$ cat src/rtl/mem_port_arbiter.sv
// Two-requester (I fetch / D access) arbiter for one synchronous-read RAM port.
// Optional stall counters are enabled by defining ARB_PERF_CNT_EN.
module mem_port_arbiter #(
  parameter int unsigned AW           = 32,
  parameter int unsigned DW           = 32,
  parameter int unsigned MEM_AW       = 10,
  parameter int unsigned MAX_D_STREAK = 4
) (
  input  logic              clk,
  input  logic              rst,
  input  logic              i_req,
  input  logic [AW-1:0]     i_addr,
  output logic              i_gnt,
  output logic              i_rvalid,
  output logic [DW-1:0]     i_rdata,
  input  logic              d_req,
  input  logic              d_we,
  input  logic [AW-1:0]     d_addr,
  input  logic [DW-1:0]     d_wdata,
  output logic              d_gnt,
  output logic              d_rvalid,
  output logic [DW-1:0]     d_rdata,
  output logic              mem_en,
  output logic              mem_we,
  output logic [MEM_AW-1:0] mem_addr,
  output logic [DW-1:0]     mem_wdata,
  input  logic [DW-1:0]     mem_rdata,
  output logic [31:0]       i_stall_cnt,
  output logic [31:0]       d_stall_cnt
);

  localparam int unsigned   SW        = $clog2(MAX_D_STREAK + 1);
  localparam logic [SW-1:0] StreakMax = SW'(MAX_D_STREAK);

  typedef enum logic [1:0] {OwnNone, OwnI, OwnD} owner_e;

  owner_e        resp_owner_q, resp_owner_d;
  logic [SW-1:0] streak_q, streak_d;
  logic          unused_addr;

  // D has priority until I has lost MAX_D_STREAK contended cycles in a row.
  assign d_gnt = !rst && d_req && !(i_req && (streak_q == StreakMax));
  assign i_gnt = !rst && i_req && !d_gnt;

  always_comb begin
    mem_en    = i_gnt || d_gnt;
    mem_we    = d_gnt && d_we;
    mem_addr  = d_gnt ? d_addr[MEM_AW+1:2] : i_addr[MEM_AW+1:2];
    mem_wdata = d_wdata;
  end

  always_comb begin
    streak_d = streak_q;
    if (!i_req || i_gnt) begin
      streak_d = '0;
    end else if (d_gnt && (streak_q != StreakMax)) begin
      streak_d = streak_q + 1'b1;
    end

    resp_owner_d = OwnNone;
    if (i_gnt) begin
      resp_owner_d = OwnI;
    end else if (d_gnt && !d_we) begin
      resp_owner_d = OwnD;
    end
  end

  always_ff @(posedge clk or posedge rst) begin
    if (rst) begin
      streak_q     <= '0;
      resp_owner_q <= OwnNone;
    end else begin
      streak_q     <= streak_d;
      resp_owner_q <= resp_owner_d;
    end
  end

  assign i_rvalid = (resp_owner_q == OwnI);
  assign d_rvalid = (resp_owner_q == OwnD);
  assign i_rdata  = mem_rdata;
  assign d_rdata  = mem_rdata;

  // Byte offset and high address bits are deliberately ignored.
  assign unused_addr = ^{i_addr[AW-1:MEM_AW+2], i_addr[1:0],
                         d_addr[AW-1:MEM_AW+2], d_addr[1:0]};

`ifdef ARB_PERF_CNT_EN
  logic [31:0] i_stall_q, i_stall_d;
  logic [31:0] d_stall_q, d_stall_d;

  always_comb begin
    i_stall_d = i_stall_q;
    d_stall_d = d_stall_q;
    if (i_req && !i_gnt && (i_stall_q != 32'hFFFF_FFFF)) i_stall_d = i_stall_q + 32'd1;
    if (d_req && !d_gnt && (d_stall_q != 32'hFFFF_FFFF)) d_stall_d = d_stall_q + 32'd1;
  end

  always_ff @(posedge clk or posedge rst) begin
    if (rst) begin
      i_stall_q <= '0;
      d_stall_q <= '0;
    end else begin
      i_stall_q <= i_stall_d;
      d_stall_q <= d_stall_d;
    end
  end

  assign i_stall_cnt = i_stall_q;
  assign d_stall_cnt = d_stall_q;
`else
  assign i_stall_cnt = 32'd0;
  assign d_stall_cnt = 32'd0;
`endif

endmodule
$ cat config.mk
export PLATFORM = sky130hd
export DESIGN_NAME = mem_port_arbiter
export DESIGN_NICKNAME = d
export VERILOG_FILES = /design/src/rtl/mem_port_arbiter.sv
export SDC_FILE = /design/constraint.sdc
export NUM_CORES = 1
export LEC_CHECK = 0
export BUFFER_PORTS_ARGS = -buffer_cell sky130_fd_sc_hd__clkbuf_2
export CAP_MARGIN = 20
export CORE_AREA = 5 5 116 118
export DETAILED_ROUTE_END_ITERATION = 8
export DIE_AREA = 0 0 121 123
export PLACE_DENSITY = 0.56
export SKIP_LAST_GASP = 1
export SLEW_MARGIN = 40
export SYNTH_ARGS = -nofsm -noshare
export SYNTH_HDL_FRONTEND = slang
export SYNTH_SLANG_ARGS = --single-unit
$ cat constraint.sdc
create_clock -name clk -period 4.7 [get_ports clk]
set_input_delay 0.94 -clock clk [delete_from_list [all_inputs] [get_ports clk]]
set_output_delay 0.94 -clock clk [all_outputs]
set_load 0.03 [all_outputs]
# == Word-level counts from Yosys, hierarchy flattened ==
# Cells that the tools add are included.
# word_totals
ff_bits,5
input_bits,133
output_inout_bits,176
elab_cells,28
# classes
n_addsub,1
eq_ne,4
mux,5
n_reduce_logical,16
# op_table
cell,count
$mux 10,1
$logic_and 1x1->1,8
$mux 3,2
$logic_not 1->1,5
$mux 2,2
$add 3x1->3 const B,1
$eq 3x3->1 const B,1
$ne 3x3->1 const B,1
$eq 2x1->1 const B,1
$eq 2x2->1 const B,1
$logic_or 1x1->1,2
$reduce_bool 2->1,1

# == Logic depth before layout (Yosys ltp) ==
# logic_depth
depth_word,8
depth_mapped,6
ltp_nobuf,5

# == Least setup slack after synthesis ==
# Ideal clock, no wire load.
# synth_timing
path_kind,in2out
startpoint,input port d_req
endpoint,output port mem_addr[2]
t_arrival_ns,1.663
path_slack_ns,2.097
stages,4
cell_sequence,nor2b_4 -> nand2_4 -> buf_6 -> mux2_4
# synth_via
elab_chain_cells,3
# synth_lines
item,line,source
from (decl),16,"input logic d_req,"
$logic_and 1x1->1 (2 in series),42,assign d_gnt = !rst && d_req && !(i_req && (streak_q == StreakMax));
$mux 10,48,mem_addr = d_gnt ? d_addr[MEM_AW+1:2] : i_addr[MEM_AW+1:2];
to (decl),25,"output logic [MEM_AW-1:0] mem_addr,"
# No other way between the ends.

# == Final worst setup path ==
# layout_timing
startpoint,input port i_req
endpoint,output port mem_addr[1]
# layout_via
elab_chain_cells,4
# layout_lines
item,line,source
from (decl),11,"input logic i_req,"
$logic_and 1x1->1,42,
$logic_not 1->1,42,
$logic_and 1x1->1,42,
$mux 10,48,
# No other way between the ends.

==> metrics.txt <==
# TYPE chip_impl_metric gauge
chip_impl_metric{name="final_net_count",unit=""} 286
chip_impl_metric{name="period_share",unit="%"} 63.3
chip_impl_metric{name="numClockSinks",unit=""} 5
chip_impl_metric{name="rows",unit=""} 41
chip_impl_metric{name="synthToLayoutAreaGrowth",unit="%"} -29.1
chip_impl_metric{name="netlist-cell-type-count",unit=""} 19
chip_impl_info{name="netlist_top_cells_area",value="buf_4 73%, dfrtp_1 7.6%, mux2_4 6.4%"} 1
chip_impl_metric{name="report.final.hold_viol_count",unit=""} 0
chip_impl_metric{name="clock_latency",unit="ns"} 0.22
chip_impl_metric{name="initial_core_util",unit="%"} 13.4
chip_impl_metric{name="ys_ff_latch",unit=""} 5
chip_impl_metric{name="chipWidth",unit="microns"} 121
chip_impl_metric{name="dp_worst_setup_slack",unit="ns"} 1.68
chip_impl_metric{name="cts-htree-levels",unit=""} 1
chip_impl_metric{name="post_cts.repair.setup_buffers",unit=""} 0
chip_impl_metric{name="dp_hpwl",unit="mm"} 2.75
chip_impl_info{name="worstPathCellList",value="clkbuf_2 > nand3_1 > nand2_4 > mux2_2 > clkbuf_2"} 1
chip_impl_metric{name="fin_tns_setup",unit="ns"} 0
chip_impl_metric{name="final_max_slew_viol_count",unit=""} 0
chip_impl_metric{name="cts_resized",unit=""} 0
chip_impl_info{name="startpoint_type",value="primary input"} 1
chip_impl_metric{name="pin_count",unit=""} 309
chip_impl_metric{name="drt_pass1_iterations",unit=""} 2
chip_impl_metric{name="worst-endpoint-required",unit="ns"} 3.76
chip_impl_info{name="yosys.area.top_type",value="buf_4"} 1
chip_impl_metric{name="crit_path_max_fanout",unit=""} 13
chip_impl_metric{name="wl_per_cell",unit="microns"} 9.51
chip_impl_metric{name="post_synth_inst_count",unit=""} 204
chip_impl_metric{name="routed-via-count",unit=""} 730
chip_impl_info{name="crit_slowest_cell",value="mux2_2"} 1
chip_impl_metric{name="drc",unit=""} 0
chip_impl_metric{name="finalWeightedCongestion",unit=""} 0.724
chip_impl_metric{name="core",unit="sq um"} 12400
chip_impl_info{name="critPathMostFrequentCell",value="clkbuf_2"} 1
chip_impl_info{name="rsz0062_at_grt",value="false"} 1
chip_impl_metric{name="grt_first_pass_wirelength",unit="mm"} 3.77
chip_impl_info{name="clock_tree.root_cell",value="clkbuf_16"} 1
chip_impl_metric{name="cts.path.max_buffers",unit=""} 2
chip_impl_metric{name="setup_viol",unit=""} 0
chip_impl_metric{name="synth.yosys.seq_area_share",unit="%"} 7.57
chip_impl_metric{name="ys_warn_count",unit=""} 0
chip_impl_metric{name="fin_worst_skew",unit="ns"} 0.000277
chip_impl_info{name="mostFrequentLayoutCells",value="64 x conb_1, 40 x clkbuf_2, 7 x mux2_4"} 1
chip_impl_metric{name="chipHeight",unit="microns"} 123
chip_impl_metric{name="vias_per_cell",unit=""} 2.27
chip_impl_metric{name="timing.final.crit_period",unit="ns"} 2.98
chip_impl_metric{name="via_count_of_the_first_global_routing_pass",unit=""} 700
chip_impl_metric{name="placement.io_buffers",unit=""} 40
chip_impl_metric{name="route.final.wire_length",unit="mm"} 3.06
chip_impl_metric{name="power.density",unit="nW/um^2"} 267
chip_impl_metric{name="ir_worst_vdd",unit="V"} 0.000100
chip_impl_metric{name="drt_iter0_markers",unit=""} 3
chip_impl_metric{name="cts_inserted_buffers",unit=""} 3
chip_impl_info{name="mostFrequentLayoutCell",value="conb_1"} 1
chip_impl_metric{name="fmaxAchievable",unit="GHz"} 0.336
chip_impl_metric{name="final.setup.worst_slack",unit="ns"} 1.72
chip_impl_metric{name="yosysTopAreaCellShare",unit="%"} 72.7
chip_impl_info{name="end_kind",value="output pin"} 1
chip_impl_metric{name="die-area",unit="sq um"} 14900
chip_impl_metric{name="max_cap_viols",unit=""} 0
chip_impl_metric{name="detail-route-antenna-nets",unit=""} 0
chip_impl_metric{name="mappedNetlistArea",unit="sq um"} 1650
chip_impl_metric{name="hold_buffers",unit=""} 0
chip_impl_info{name="worst-setup-path-type",value="primary input to output pin"} 1
chip_impl_metric{name="synth.avg_cell_area",unit="sq um"} 8.10
chip_impl_metric{name="maximum_number_of_pins_on_one_net_before_global_route_repair",unit=""} 14
chip_impl_metric{name="gr-total-overflow",unit=""} 0
chip_impl_metric{name="final_layout_size_suffix_gt1_share",unit="%"} 36.7
chip_impl_metric{name="antenna_found_initial",unit=""} 0
chip_impl_metric{name="clk_pin_slew_worst_paths",unit="ns"} 0.03
chip_impl_metric{name="gr-usage-all-layers",unit="%"} 3.56
chip_impl_metric{name="n_antenna_cell",unit=""} 0
chip_impl_info{name="cts_tree",value="built"} 1
chip_impl_info{name="run_status",value="complete, no violations"} 1
chip_impl_info{name="min_path_type",value="flip-flop to flip-flop"} 1
chip_impl_metric{name="crit_arrival",unit="ns"} 2.04
chip_impl_metric{name="cpPeakStageDelay",unit="ns"} 0.36
chip_impl_metric{name="total_leakage_power",unit="nW"} 0.635
[Yosys cell counts]
library cell,count
buf_6,1
mux2_2,3
dfrtp_1,5
nor3b_1,2
nor2_1,3
conb_1,1
nand2_4,1
inv_1,4
mux2_4,7
nand2_1,3
o21ai_0,1
nor2b_1,3
buf_4,160
and3_1,2
ha_1,2
nor2b_4,1
a21boi_0,2
a32oi_1,1
nand3_1,2
[worst paths after layout]
kind,from,to,slack (ns),cells past startpoint
worst max-delay path,i_req,mem_addr[1],1.72,5
worst min-delay path,streak_q[0]$_DFFE_PP0P_,streak_q[0]$_DFFE_PP0P_,0.56,2
worst max register to register,streak_q[0]$_DFFE_PP0P_,resp_owner_q[0]$_DFF_PP0_,3.39,5
worst min register to register,streak_q[0]$_DFFE_PP0P_,streak_q[0]$_DFFE_PP0P_,0.56,2
max in group asynchronous,rst,resp_owner_q[0]$_DFF_PP0_,3.79,2
min in group asynchronous,rst,streak_q[0]$_DFFE_PP0P_,0.73,2
[metal layers]
metal  share of wire (%)  track usage (%)
met2                  44             5.42
met3                  20             2.20
met1                  22             2.11
met5                   0                0
met4                  15             6.30
[critical path, delay by kind of cell]
family	cells	cell delay, ns
simple gates	2	0.38
mux	1	0.36
buf+inv	2	0.34
[where the power goes]
part / leakage (nW) / switching [mW] / total [mW] / internal [mW]
sequential: 0.0679 / 0.000769 / 0.0455 / 0.0448
combinational: 0.529 / 0.104 / 0.130 / 0.0253
clock: 0.0382 / 0.0257 / 0.138 / 0.112
total: 0.635 / 0.131 / 0.313 / 0.182
[flip-flops by register name, summed over array words and instances (netlist names)]
register and cells:
resp_owner_q 2, streak_q 3
[cells by family (layout without fill, tap and decap cells)]
family / Yosys count / count (layout) / synth area share, %
flops: 5 / 5 / 7.57
mux: 10 / 10 / 8.40
buf+inv: 165 / 48 / 74.3
compound gates: 4 / 4 / 1.74
simple gates: 17 / 17 / 6.28
other cells: 1 / 64 / 0.227
fa+ha+maj: 2 / 2 / 1.51
[final cells by class]
cell class,count,area [sq um]
Multi-Input combinational cell,97,537
Inverter,4,15.0
Timing Repair Buffer,40,200
Fill cell,1470,11200
Tap cell,172,215
Clock buffer,4,78.8
Sequential cell,5,125
[through the flow]
step                      cell area [sq um]  cells  util, %  total power, mW  hold WS [ns]
final                                  1170    322     9.47            0.313         0.559
after global routing                   1170    322     9.47            0.328         0.583
after CTS                              1170    322     9.47            0.316         0.570
after detailed placement               1090    318     8.84            0.175         0.566
after global placement                 1090    318     8.84            0.175         0.546
after floorplan                        1890    267        -            0.346         0.525
Power figures use the tool's default switching activity.
